**src/rtl/button_pkg.sv**
```systemverilog
// Shared constants and helpers for the push-button conditioning front end.
// The optional long-press feature is enabled by BUTTON_COND_LONG_PRESS_EN.
package button_pkg;

  localparam int BTN_STABLE_DEFAULT = 600000;   // 50 ms at 12 MHz
  localparam int BTN_LONG_DEFAULT   = 12000000; // 1 s at 12 MHz

  // Bits needed to hold any value in 0..n.
  function automatic int cnt_width(input int n);
    return $clog2(n + 1);
  endfunction

endpackage

```
**src/rtl/debounce_channel.sv**
```systemverilog
// One button channel: 2-flop synchroniser, stability-counter filter,
// registered level/press/release outputs and, when BUTTON_COND_LONG_PRESS_EN
// is defined, a saturating hold counter that fires a single long-press pulse.
// The input is already polarity-normalised (1 = pressed).
module debounce_channel
  import button_pkg::*;
#(
  parameter int STABLE_CYCLES = BTN_STABLE_DEFAULT
`ifdef BUTTON_COND_LONG_PRESS_EN
  ,
  parameter int LONG_CYCLES   = BTN_LONG_DEFAULT
`endif
) (
  input  logic clk,
  input  logic rst_n,
  input  logic btn_in,
  output logic level_o,
  output logic press_o,
  output logic release_o
`ifdef BUTTON_COND_LONG_PRESS_EN
  ,
  output logic long_o
`endif
);

  localparam int            CW       = cnt_width(STABLE_CYCLES);
  localparam logic [CW-1:0] CNT_LAST = CW'(STABLE_CYCLES - 1);

  logic          meta_q,  meta_d;
  logic          sync_q,  sync_d;
  logic [CW-1:0] cnt_q,   cnt_d;
  logic          lvl_q,   lvl_d;
  logic          level_q, level_d;
  logic          press_q, press_d;
  logic          rel_q,   rel_d;

`ifdef BUTTON_COND_LONG_PRESS_EN
  localparam int            HW        = cnt_width(LONG_CYCLES);
  localparam logic [HW-1:0] HOLD_LAST = HW'(LONG_CYCLES - 1);
  // One count past HOLD_LAST so the pulse condition is seen only once per press.
  localparam logic [HW-1:0] HOLD_SAT  = HW'(LONG_CYCLES);

  logic [HW-1:0] hold_q, hold_d;
  logic          long_q, long_d;
`endif

  // Next-state logic: synchroniser shift, stability filter, edge detection.
  always_comb begin
    meta_d  = btn_in;
    sync_d  = meta_q;
    cnt_d   = cnt_q;
    lvl_d   = lvl_q;
    // Any agreement restarts the count; acceptance resets it so it never wraps.
    if (sync_q == lvl_q) begin
      cnt_d = '0;
    end else if (cnt_q == CNT_LAST) begin
      lvl_d = sync_q;
      cnt_d = '0;
    end else begin
      cnt_d = cnt_q + 1'b1;
    end
    // Outputs are a registered copy of lvl, so pulses line up with the level.
    level_d = lvl_q;
    press_d = lvl_q & ~level_q;
    rel_d   = ~lvl_q & level_q;
`ifdef BUTTON_COND_LONG_PRESS_EN
    hold_d  = hold_q;
    if (!level_q) begin
      hold_d = '0;
    end else if (hold_q != HOLD_SAT) begin
      hold_d = hold_q + 1'b1;
    end
    long_d  = level_q && (hold_q == HOLD_LAST);
`endif
  end

  // State registers; the synchroniser resets to not-pressed (0).
  always_ff @(posedge clk or negedge rst_n) begin
    if (!rst_n) begin
      meta_q  <= 1'b0;
      sync_q  <= 1'b0;
      cnt_q   <= '0;
      lvl_q   <= 1'b0;
      level_q <= 1'b0;
      press_q <= 1'b0;
      rel_q   <= 1'b0;
`ifdef BUTTON_COND_LONG_PRESS_EN
      hold_q  <= '0;
      long_q  <= 1'b0;
`endif
    end else begin
      meta_q  <= meta_d;
      sync_q  <= sync_d;
      cnt_q   <= cnt_d;
      lvl_q   <= lvl_d;
      level_q <= level_d;
      press_q <= press_d;
      rel_q   <= rel_d;
`ifdef BUTTON_COND_LONG_PRESS_EN
      hold_q  <= hold_d;
      long_q  <= long_d;
`endif
    end
  end

  assign level_o   = level_q;
  assign press_o   = press_q;
  assign release_o = rel_q;
`ifdef BUTTON_COND_LONG_PRESS_EN
  assign long_o    = long_q;
`endif

endmodule

```
**src/rtl/button_conditioner.sv**
```systemverilog
// Push-button front end: normalises pin polarity to pressed = 1 and runs one
// independent debounce_channel per button. Defining BUTTON_COND_LONG_PRESS_EN
// adds the btn_long output and the per-channel hold counters.
module button_conditioner
  import button_pkg::*;
#(
  parameter int NUM_BTN       = 2,
  parameter int STABLE_CYCLES = BTN_STABLE_DEFAULT,
  parameter int ACTIVE_LOW    = 1,
  parameter int LONG_CYCLES   = BTN_LONG_DEFAULT
) (
  input  logic               clk,
  input  logic               rst_n,
  input  logic [NUM_BTN-1:0] btn_raw,
  output logic [NUM_BTN-1:0] btn_level,
  output logic [NUM_BTN-1:0] btn_press,
  output logic [NUM_BTN-1:0] btn_release
`ifdef BUTTON_COND_LONG_PRESS_EN
  ,
  output logic [NUM_BTN-1:0] btn_long
`endif
);

  // Reject counter lengths that would make the filter meaningless.
  if (STABLE_CYCLES < 1 || LONG_CYCLES < 1) begin : g_param_check
    $error("button_conditioner: STABLE_CYCLES and LONG_CYCLES must be >= 1");
  end

  for (genvar i = 0; i < NUM_BTN; i++) begin : g_chan
    logic pin_pressed;

    assign pin_pressed = (ACTIVE_LOW != 0) ? ~btn_raw[i] : btn_raw[i];

    debounce_channel #(
      .STABLE_CYCLES (STABLE_CYCLES)
`ifdef BUTTON_COND_LONG_PRESS_EN
      ,
      .LONG_CYCLES   (LONG_CYCLES)
`endif
    ) u_chan (
      .clk       (clk),
      .rst_n     (rst_n),
      .btn_in    (pin_pressed),
      .level_o   (btn_level[i]),
      .press_o   (btn_press[i]),
      .release_o (btn_release[i])
`ifdef BUTTON_COND_LONG_PRESS_EN
      ,
      .long_o    (btn_long[i])
`endif
    );
  end

endmodule

```
**config.mk**
```make
export PLATFORM = sky130hd
export DESIGN_NAME = button_conditioner
export DESIGN_NICKNAME = d
export VERILOG_FILES = /design/src/rtl/button_pkg.sv /design/src/rtl/debounce_channel.sv /design/src/rtl/button_conditioner.sv
export SDC_FILE = /design/constraint.sdc
export NUM_CORES = 1
export LEC_CHECK = 0
export BUFFER_PORTS_ARGS = -buffer_cell sky130_fd_sc_hd__buf_4
export CAP_MARGIN = 20
export CORE_UTILIZATION = 60
export CTS_CLUSTER_SIZE = 20
export DETAILED_ROUTE_END_ITERATION = 8
export PLACE_DENSITY = 0.78
export SLEW_MARGIN = 20
export SYNTH_ARGS = -nofsm -noshare
export SYNTH_HDL_FRONTEND = slang
export SYNTH_HIERARCHICAL = 1
export SYNTH_SLANG_ARGS = --single-unit
```
**constraint.sdc**
```tcl
create_clock -name clk -period 3.63 [get_ports clk]
set_input_delay 0.726 -clock clk [delete_from_list [all_inputs] [get_ports clk]]
set_output_delay 0.726 -clock clk [all_outputs]
set_load 0.005 [all_outputs]
```
==> Implementation_results.wiki, run 1 <==
{| class="wikitable"
! Metric !! Value
|-
| Main synth FF type || dfrtp_1
|-
| Int Pwr || around 0.80 mW
|-
| Biggest area contributors in the synthesized netlist || dfrtp_1, xnor2_1, nor2_1
|-
| Syn. warnings || 6
|-
| Outcome || finished clean
|-
| Total Die Area || around 4300 um2
|-
| Switching power || 0.216 mW
|-
| Setup repair after global routing missed its margin || no
|-
| Post-route antenna net violation count || 0
|-
| Post-Synthesis Net Count || approximately 240
|-
| Part of the total power dissipated in the clock network || 0.384
|-
| # resized after CTS || 0
|-
| CP max stage cell || o41ai_4
|-
| Synth Area per Inst || between 10 and 15 um2
|-
| Detailed-route via count || 1,720
|-
| First-pass GRT wire length || approximately 7.5 mm
|-
| Largest incremental delay on the critical path || roughly 0.96 ns
|-
| Cell type with the largest total area after synthesis || dfrtp_1
|-
| Mapped cell area || 2430 um2
|-
| Maximum clock rate || approximately 0.42 GHz
|-
| XOR/XNOR Fraction of Synth Area || 0.115
|-
| Cell Chain, Critical Path || nor4b_1 > nand4b_1 > o41ai_4 > a21oi_1
|-
| Max-slew headroom || 0.317
|-
| Number of input and output port buffers inserted || 9
|-
| Final routed DRC violation total || 0
|-
| Max-slew violation count || 0
|-
| Antenna violations before repair || 0
|-
| Relative contribution of sequential cells to total power || 0.583
|-
| Clock period minus final worst setup slack || 2.38 ns
|-
| Width of the die || about 66 um
|-
| Critical Path Start Type || register
|-
| Total CTS buffers || 5
|-
| Number of core rows || 22
|-
| Data required time of the critical path || roughly 3.8 ns
|-
| Ys async rst share || 1.00
|-
| Overflow left after global routing || 0
|-
| Top fanout value on the critical path || 19
|-
| Synthesis-to-finish area growth || 8.76%
|-
| CTS clk-pin slew, worst paths || around 0.09 ns
|-
| Data arrival, critical path || 2.50 ns
|-
| Share of the synthesized area in compound gates (AO/OA/AOI/OAI) || 0.0454
|-
| Boundary Pins || 10
|-
| Drt total wl || roughly 4.3 mm
|-
| LEAKAGE || approximately 1.1 nW
|-
| Area share of and/or/nand/nor cells after synthesis || 0.265
|-
| Height of the die || ~66 um
|-
| Total routing resource utilization after global routing || 0.234
|-
| Total Nets Final || 250
|-
| Largest net degree at the start of global routing || 53
|-
| Measured slew at the worst slew-check pin || between 1 and 1.5 ns
|-
| Total power || 1.02 mW
|-
| Buffer cell driving the clock tree root || clkbuf_8
|-
| Sequential area share after synthesis || 0.536
|-
| Distinct cell type count after synthesis || 27
|-
| Via count of the first global-routing pass || 1,703
|-
| DR pass1 iterations || 4
|-
| Gate count of the mapped netlist || 230
|-
| Clock network latency to the later pin of the worst-skew pair || 0.30 ns
|-
| Post-CTS Repair Setup Buffers || 0
|-
| Detailed-route wire length per cell || ~15 um
|-
| Share of layout cells above drive strength 1 || 0.114
|-
| Max H-tree Level || 2
|-
| Adder and majority cell fraction of the synthesized area || 0.0103
|-
| Standard cell core area || ~3800 um2
|-
| Clock tree from TritonCTS || done
|-
| Total inserted antenna cells || 0
|-
| Proportion of total power due to net switching || 0.212
|-
| Crit Path Category || register to register
|-
| Number of hold violations in the final report || 0
|-
| Max capacitance violation total || 0
|-
| Combinational family with the most area after synthesis || simple AND/OR/NAND/NOR gates
|-
| Gate power share || 0.034
|-
| Via density per instance || approximately 5.9
|-
| # hold bufs at CTS || 0
|-
| Sum of negative setup slack || 0 ns
|-
| Kind of end point of the critical path || register
|-
| Initial detailed-routing violation count || 103
|-
| Count of flip-flops with a built-in enable after synthesis || 0
|-
| Worst min-delay path class || register to register
|-
| P per Cell Area || 385 nW/um2
|-
| Fin crit share || 0.655
|-
| Fin Clk Skew || ~0.0063 ns
|-
| RePlAce Congestion || ~0.8
|-
| Clock Sinks || 52
|-
| Initial cell density of the core || 0.644
|-
| Total half-perimeter wirelength after legalization and detailed placement || 2.76 mm
|-
| Portion of netlist area occupied by mux cells || 0.00928
|-
| Flop and latch count out of synthesis || 52
|-
| Worst-case clock buffer depth || 2
|-
| Max rail drop VDD || roughly 0.00025 V
|-
| Top-area cell type share of the netlist area || 0.536
|-
| Total of endpoints with negative setup slack in the final report || 0
|}
registers in the layout (all words and copies together), names as in the netlist:
register                 cells
g_chan.u_chan/cnt_q         40
g_chan.u_chan/level_d        2
g_chan.u_chan/level_o        2
g_chan.u_chan/meta_q         2
g_chan.u_chan/press_o        2
g_chan.u_chan/release_o      2
g_chan.u_chan/sync_q         2
area by class of cell:
type | instances | area (um2)
clock inverter | 2 | 35.0
multi-input combinational | 170 | 1080
tap | 48 | 60.1
clock buffer | 6 | 72.6
sequential | 52 | 1300
inverter | 6 | 22.5
fill | 281 | 1130
timing repair buffer | 9 | 67.6
layer usage:
metal	GRT usage	up-vias	part of all wire
met5	0	-	0
met4	0.0978	0	0.013
met3	0.0469	5	0.047
met2	0.348	43	0.45
met1	0.331	837	0.49
li1	-	835	-
logic make-up (layout without fill, tap and decap cells):
family	Yosys count	after routing
flip-flops	52	52
adder cells (fa/ha/maj)	2	2
AO/OA/AOI/OAI	12	12
buffers and inverters	8	23
multiplexers	2	2
AND/OR/NAND/NOR	122	122
XOR/XNOR	32	32
path summary, 6_finish.rpt:
kind                                       startpoint                         end  slack, ns  depth (start not counted)
setup / recovery           g_chan[1].u_chan/cnt_q[12]  g_chan[1].u_chan/cnt_q[17]       1.25                          4
min in group asynchronous                       rst_n    g_chan[0].u_chan/press_o       0.44                          1
hold reg to reg               g_chan[0].u_chan/meta_q     g_chan[0].u_chan/sync_q       0.37                          0
hold / removal                g_chan[0].u_chan/meta_q     g_chan[0].u_chan/sync_q       0.37                          0
max in group asynchronous                       rst_n   g_chan[1].u_chan/cnt_q[3]       2.78                          1
setup reg to reg           g_chan[1].u_chan/cnt_q[12]  g_chan[1].u_chan/cnt_q[17]       1.25                          4
power by group through the flow:
| stage | logic (mW) | clock network [mW] | registers (mW) |
|---|---|---|---|
| after global routing | 0.0399 | 0.424 | 0.594 |
| final | 0.0342 | 0.390 | 0.592 |
| after global placement | 0.0349 | 0 | 0.604 |
| after floorplan | 0.0200 | 0 | 0.603 |
| after CTS | 0.0353 | 0.402 | 0.592 |
| after detailed placement | 0.0351 | 0 | 0.604 |
stage by stage:
stage	setup slack [ns]	hold slack, ns	util	std cells	area (um2)
after CTS	1.25	0.359	0.700	293	2640
after floorplan	1.82	0.331	-	230	2430
after global placement	1.41	0.334	0.672	285	2530
after global routing	1.10	0.376	0.700	293	2640
after detailed placement	1.33	0.340	0.672	285	2530
final	1.25	0.366	0.700	293	2640
synth_stat cells (6+ instances only):
cell type	n
dfrtp_1	52
nor2_1	42
xnor2_1	26
nand2_1	14
nor3_1	12
nor4_1	12
nand3_1	10
nand4_1	8
inv_1	6
xor2_1	6
layout by cell type, fill, tap and decap left out, types with 4 or more instances in the layout:
cell	instances
nand4_1	8
buf_4	9
a21oi_1	4
nor4b_1	4
nor2_1	42
clkbuf_8	5
nor4_1	12
o21ai_0	4
nor2b_1	4
inv_1	6
nand2_1	14
nor3_1	12
xor2_1	6
nand3_1	10
dfrtp_1	52
xnor2_1	26
critical path, delay by kind of cell (launching register included):
family             cells  cell delay (ns)
DFF                    1             0.44
and+or+nand+nor        2             0.60
AOI/OAI and AO/OA      2             1.16
Note: power is estimated with default switching activity, not from simulation.
==> run 2, diff against run 1 <==
clock period = 2.2 ns   (was 3.63 ns; I/O delays follow)
==> Implementation_results.wiki, run 2 (same netlist as run 1, synthesis figures left out) <==
{| class="wikitable"
! Metric !! Value
|-
| # resized after CTS || 0 (unchanged)
|-
| Gate power share || 0.039 (was 0.034)
|-
| LEAKAGE || 1.12 nW (was 1.10 nW)
|-
| Measured slew at the worst slew-check pin || 0.629 ns (was 1.02 ns)
|-
| Detailed-route via count || 1,733 (was 1,720)
|-
| Total routing resource utilization after global routing || 0.240 (was 0.234)
|-
| Max rail drop VDD || 0.000406 V (was 0.000254 V)
|-
| Clock tree from TritonCTS || done (unchanged)
|-
| Worst-case clock buffer depth || 2 (unchanged)
|-
| Number of core rows || 22 (unchanged)
|-
| Post-route non-filler standard cell count || 297 (was 293)
|-
| Kind of end point of the critical path || register (unchanged)
|-
| Total half-perimeter wirelength after legalization and detailed placement || 3.06 mm (was 2.76 mm)
|-
| Most frequent cells in the layout || dfrtp_1, nor2_1, xnor2_1, nand2_1, buf_4 (was dfrtp_1, nor2_1, xnor2_1, nand2_1)
|-
| Drt total wl || 4.46 mm (was 4.28 mm)
|-
| Top fanout value on the critical path || 19 (unchanged)
|-
| P per Cell Area || 608 nW/um2 (was 385 nW/um2)
|-
| Placed Instances || 290 (was 285)
|-
| Relative contribution of sequential cells to total power || 0.603 (was 0.583)
|-
| Final WS setup || 0.252 ns (was 1.25 ns)
|-
| Worst setup slack after placement || 0.307 ns (was 1.33 ns)
|-
| Post-route antenna net violation count || 0 (unchanged)
|-
| Height of the die || 65.6 um (unchanged)
|-
| Initial cell density of the core || 0.644 (unchanged)
|-
| Sum of negative setup slack || 0 ns (unchanged)
|-
| Standard cell core area || 3770 um2 (unchanged)
|-
| Met3 track demand over resource in global routing || 0.0538 (was 0.0469)
|-
| Total inserted antenna cells || 0 (unchanged)
|-
| Proportion of total power due to net switching || 0.218 (was 0.212)
|-
| Clock period minus final worst setup slack || 1.95 ns (was 2.38 ns)
|-
| Switching power || 0.353 mW (was 0.216 mW)
|-
| Synthesis-to-finish area growth || 9.85% (was 8.76%)
|-
| Initial detailed-routing violation count || 147 (was 103)
|-
| Total power || 1.62 mW (was 1.02 mW)
|-
| Int Pwr || 1.27 mW (was 0.801 mW)
|-
| Final routed DRC violation total || 0 (unchanged)
|-
| Post-CTS Repair Setup Buffers || 0 (unchanged)
|-
| Outcome || finished clean (unchanged)
|-
| Worst min-delay path class || primary input to async pin (was register to register)
|-
| Top register by number of flip-flops || g_chan.u_chan/cnt_q (unchanged)
|-
| Leading cell type in the layout, fill and taps excluded || dfrtp_1 (unchanged)
|-
| Largest net degree at the start of global routing || 53 (unchanged)
|-
| Part of the total power dissipated in the clock network || 0.358 (was 0.384)
|-
| Via density per instance || 5.84 (was 5.87)
|-
| Fin Clk Skew || 0.00434 ns (was 0.00631 ns)
|-
| Antenna violations before repair || 0 (unchanged)
|-
| Width of the die || 65.6 um (unchanged)
|-
| Total Die Area || 4300 um2 (unchanged)
|-
| Share of layout cells above drive strength 1 || 0.133 (was 0.114)
|-
| First-pass GRT wire length || 7.66 mm (was 7.50 mm)
|-
| Most Crowded Layer GR || met2 (unchanged)
|-
| # hold bufs at CTS || 0 (unchanged)
|-
| CTS clk-pin slew, worst paths || 0.09 ns (about the same)
|-
| Max-slew violation count || 0 (unchanged)
|-
| Clock network latency to the later pin of the worst-skew pair || 0.31 ns (was 0.30 ns)
|-
| RePlAce Congestion || 0.863 (was 0.798)
|-
| Number of hold violations in the final report || 0 (unchanged)
|-
| Total CTS buffers || 5 (unchanged)
|-
| Boundary Pins || 10 (unchanged)
|-
| Critical Path Start Type || register (unchanged)
|-
| DR pass1 iterations || 4 (unchanged)
|-
| Max capacitance violation total || 0 (unchanged)
|-
| Max-slew headroom || 0.581 (was 0.317)
|-
| Total Nets Final || 255 (was 250)
|-
| GR Util met2 || 0.354 (was 0.348)
|-
| Fin crit share || 0.885 (was 0.655)
|-
| Crit Path Category || register to register (unchanged)
|-
| Max H-tree Level || 2 (unchanged)
|-
| Data required time of the critical path || 2.39 ns (was 3.75 ns)
|-
| Total of endpoints with negative setup slack in the final report || 0 (unchanged)
|-
| Met1 routing resource usage after global routing || 0.339 (was 0.331)
|-
| Detailed-route wire length per cell || 15.0 um (was 14.6 um)
|-
| Overflow left after global routing || 0 (unchanged)
|-
| Clock Sinks || 52 (unchanged)
|-
| Max reg flops || 40 (unchanged)
|-
| Data arrival, critical path || 2.14 ns (was 2.50 ns)
|-
| Number of input and output port buffers inserted || 9 (unchanged)
|-
| Via count of the first global-routing pass || 1,708 (was 1,703)
|-
| Buffer cell driving the clock tree root || clkbuf_8 (unchanged)
|-
| Count of filler cells inserted in the layout || 277 (was 281)
|-
| Maximum clock rate || 0.513 GHz (was 0.421 GHz)
|-
| Setup repair after global routing missed its margin || no (unchanged)
|}
-- run 2: cell types whose count changed in the layout (fill, tap and decap cells not counted) --
cell	previous run	this run
buf_4	9	14
bufinv_16	1	0
clkbuf_1	1	0
clkbuf_8	5	7
clkinv_2	1	0
-- run 2: cell type report --
type / instances / area [um2] / share of cell area
Multi-Input combinational cell: 170 / 1080 / 0.405
Clock buffer: 7 / 96.3 / 0.0361
Sequential cell: 52 / 1300 / 0.488
Inverter: 6 / 22.5 / 0.00845
Tap cell: 48 / 60.1 / 0.0225
Timing Repair Buffer: 14 / 105 / 0.0394
-- run 2: stage by stage --
stage,area [um2],utilization,hold slack [ns]
global placement,2570,0.681,0.335
global route,2670,0.707,0.192
detailed placement,2570,0.681,0.335
CTS,2670,0.707,0.170
floorplan,2430,-,0.144
finish,2670,0.707,0.137
-- run 2: per-layer routing --
layer | wire (um) | vias to the layer above
met4 | 66 | 0
li1 | - | 846
met2 | 2010 | 46
met3 | 228 | 7
met1 | 2150 | 834
met5 | 0 | -
-- run 2: worst paths after layout --
path | start | to | slack [ns] | cells after the start
hold reg to reg | g_chan[1].u_chan/meta_q | g_chan[1].u_chan/sync_q | 0.35 | 0
hold / removal | rst_n | g_chan[0].u_chan/cnt_q[19] | 0.14 | 1
min in group clk | btn_raw[0] | g_chan[0].u_chan/meta_q | 0.27 | 2
setup reg to reg | g_chan[0].u_chan/cnt_q[12] | g_chan[0].u_chan/cnt_q[10] | 0.25 | 5
max in group asynchronous | rst_n | g_chan[1].u_chan/cnt_q[8] | 1.63 | 1
setup / recovery | g_chan[0].u_chan/cnt_q[12] | g_chan[0].u_chan/cnt_q[10] | 0.25 | 5
-- run 2: power by group through the flow --
stage               registers (mW)  clock network [mW]  logic (mW)
global placement             0.996                   0      0.0624
detailed placement           0.997                   0      0.0644
global route                 0.980               0.632      0.0720
CTS                          0.978               0.591      0.0649
finish                       0.978               0.581      0.0626
floorplan                    0.995                   0      0.0330
-- run 2: critical path: stages, from the launching register on --
cell	delay [ns]
dfrtp_1	0.43
nor4b_1	0.35
nand4b_1	0.24
o41ai_4	0.43
buf_4	0.30
nor2_1	0.08
==> run 3, diff against run 2 <==
CORE_MARGIN = 2   (was unset)
==> Implementation_results.wiki, run 3 (same netlist as run 1, synthesis figures left out) <==
{| class="wikitable"
! Metric !! Value
|-
| Total inserted antenna cells || 0 (unchanged)
|-
| Worst min-delay path class || primary input to async pin (unchanged)
|-
| Max H-tree Level || 2 (unchanged)
|-
| First-pass GRT wire length || 7.29 mm (was 7.66 mm)
|-
| Antenna violations before repair || 0 (unchanged)
|-
| Critical Path Start Type || register (unchanged)
|-
| Height of the die || 67.6 um (was 65.6 um)
|-
| Data required time of the critical path || 2.38 ns (was 2.39 ns)
|-
| Most frequent cells in the layout || dfrtp_1, nor2_1, xnor2_1, buf_4, nand2_1 (was dfrtp_1, nor2_1, xnor2_1, nand2_1, buf_4)
|-
| P per Cell Area || 591 nW/um2 (was 608 nW/um2)
|-
| Sum of negative setup slack || 0 ns (unchanged)
|-
| Kind of end point of the critical path || register (unchanged)
|-
| Largest incremental delay on the critical path || 0.44 ns (was 0.43 ns)
|-
| Max reg flops || 40 (unchanged)
|-
| Standard cell core area || 3940 um2 (was 3770 um2)
|-
| CP max stage cell || dfrtp_1 (unchanged)
|-
| Clock network latency to the later pin of the worst-skew pair || 0.30 ns (was 0.31 ns)
|-
| Total CTS buffers || 5 (unchanged)
|-
| Placed Instances || 293 (was 290)
|-
| Share of layout cells above drive strength 1 || 0.131 (was 0.133)
|-
| DR pass1 iterations || 4 (unchanged)
|-
| Synthesis-to-finish area growth || 10.0% (was 9.85%)
|-
| CTS clk-pin slew, worst paths || 0.08 ns (was 0.09 ns)
|-
| Max capacitance violation total || 0 (unchanged)
|-
| Number of core rows || 23 (was 22)
|-
| Fin Clk Skew || 0.00350 ns (was 0.00434 ns)
|-
| Clock period minus final worst setup slack || 1.87 ns (was 1.95 ns)
|-
| Data arrival, critical path || 2.05 ns (was 2.14 ns)
|-
| Measured slew at the worst slew-check pin || 0.622 ns (was 0.629 ns)
|-
| Number of hold violations in the final report || 0 (unchanged)
|-
| Clock tree from TritonCTS || done (unchanged)
|-
| Outcome || finished clean (unchanged)
|-
| Top fanout value on the critical path || 4 (was 19)
|-
| Total routing resource utilization after global routing || 0.215 (was 0.240)
|-
| Leading cell type in the layout, fill and taps excluded || dfrtp_1 (unchanged)
|-
| Overflow left after global routing || 0 (unchanged)
|-
| Total half-perimeter wirelength after legalization and detailed placement || 2.97 mm (was 3.06 mm)
|-
| Via count of the first global-routing pass || 1,572 (was 1,708)
|-
| Cell Chain, Critical Path || nor4b_1 > nand4b_1 > nor4_1 > mux2_2 (was nor4b_1 > nand4b_1 > o41ai_4 > buf_4 > nor2_1)
|-
| # resized after CTS || 0 (unchanged)
|-
| Crit Path Category || register to register (unchanged)
|-
| Post-route antenna net violation count || 0 (unchanged)
|-
| Worst-case clock buffer depth || 2 (unchanged)
|-
| Via density per instance || 5.86 (was 5.84)
|-
| Initial cell density of the core || 0.616 (was 0.644)
|-
| Boundary Pins || 10 (unchanged)
|-
| Total Nets Final || 256 (was 255)
|-
| # hold bufs at CTS || 0 (unchanged)
|-
| Fin crit share || 0.848 (was 0.885)
|-
| Max rail drop VDD || 0.000418 V (was 0.000406 V)
|-
| Buffer cell driving the clock tree root || clkbuf_8 (unchanged)
|-
| Setup repair after global routing missed its margin || no (unchanged)
|-
| Number of input and output port buffers inserted || 9 (unchanged)
|-
| Max-slew headroom || 0.585 (was 0.581)
|-
| Detailed-route via count || 1,763 (was 1,733)
|-
| LEAKAGE || 1.12 nW (about the same)
|-
| Top register by number of flip-flops || g_chan.u_chan/cnt_q (unchanged)
|-
| Maximum clock rate || 0.536 GHz (was 0.513 GHz)
|-
| Max-slew violation count || 0 (unchanged)
|-
| Largest net degree at the start of global routing || 53 (unchanged)
|-
| Final routed DRC violation total || 0 (unchanged)
|-
| Kind of cell adding the most delay to the critical path || simple AND/OR/NAND/NOR gates (unchanged)
|-
| Initial detailed-routing violation count || 172 (was 147)
|-
| Total of endpoints with negative setup slack in the final report || 0 (unchanged)
|-
| Total Die Area || 4570 um2 (was 4300 um2)
|-
| Post-route non-filler standard cell count || 301 (was 297)
|-
| Clock Sinks || 52 (unchanged)
|-
| Post-CTS Repair Setup Buffers || 0 (unchanged)
|-
| Width of the die || 67.6 um (was 65.6 um)
|-
| Buffers and inverters on the worst path || 0 (was 1)
|-
| Drt total wl || 4.37 mm (was 4.46 mm)
|-
| Detailed-route wire length per cell || 14.5 um (was 15.0 um)
|-
| RePlAce Congestion || 0.879 (was 0.863)
|}
==> run 3: cell count changes in the layout (fill, tap and decap cells not counted), sizes merged <==
cell,delta
buf,+1
clkbuf,+1
==> run 3: cell type report <==
| class | count | area [um2] |
|---|---|---|
| Timing Repair Buffer | 15 | 113 |
| Fill cell | 282 | 1270 |
| Inverter | 6 | 22.5 |
| Tap cell | 50 | 62.6 |
| Multi-Input combinational cell | 170 | 1080 |
| Sequential cell | 52 | 1300 |
| Clock buffer | 8 | 90.1 |
==> run 3: path summary, 6_finish.rpt <==
kind	depth (start not counted)	slack, ns	startpoint	end
max	4	0.33	g_chan[1].u_chan/cnt_q[12]	g_chan[1].u_chan/level_d
min	1	0.16	rst_n	g_chan[0].u_chan/cnt_q[9]
max reg2reg	4	0.33	g_chan[1].u_chan/cnt_q[12]	g_chan[1].u_chan/level_d
min reg2reg	0	0.36	g_chan[0].u_chan/meta_q	g_chan[0].u_chan/sync_q
max in group asynchronous	1	1.63	rst_n	g_chan[1].u_chan/cnt_q[14]
min in group clk	2	0.27	btn_raw[0]	g_chan[0].u_chan/meta_q
==> run 3: metal layers <==
metal,GRT usage,wire length (um),vias to the layer above
met4,0.0842,65,0
met2,0.303,1920,44
met5,0,0,-
met3,0.0617,213,8
met1,0.310,2170,867
li1,-,-,844
==> run 3: stage by stage <==
step                      hold WS [ns]  utilization  power [mW]  worst slack (ns)  instance area (um2)
after floorplan                  0.144            -        1.03             0.386                 2430
after detailed placement         0.347        0.654        1.06             0.363                 2580
after global placement           0.332        0.654        1.06             0.365                 2580
final                            0.156        0.677        1.58             0.334                 2670
after CTS                        0.175        0.677        1.60             0.324                 2670
after global routing             0.196        0.677        1.66             0.143                 2670
==> run 3: power breakdown <==
group | switching (mW) | internal (mW)
sequential | 0.0108 | 0.967
clock | 0.280 | 0.257
combinational | 0.0413 | 0.0212
total | 0.333 | 1.25
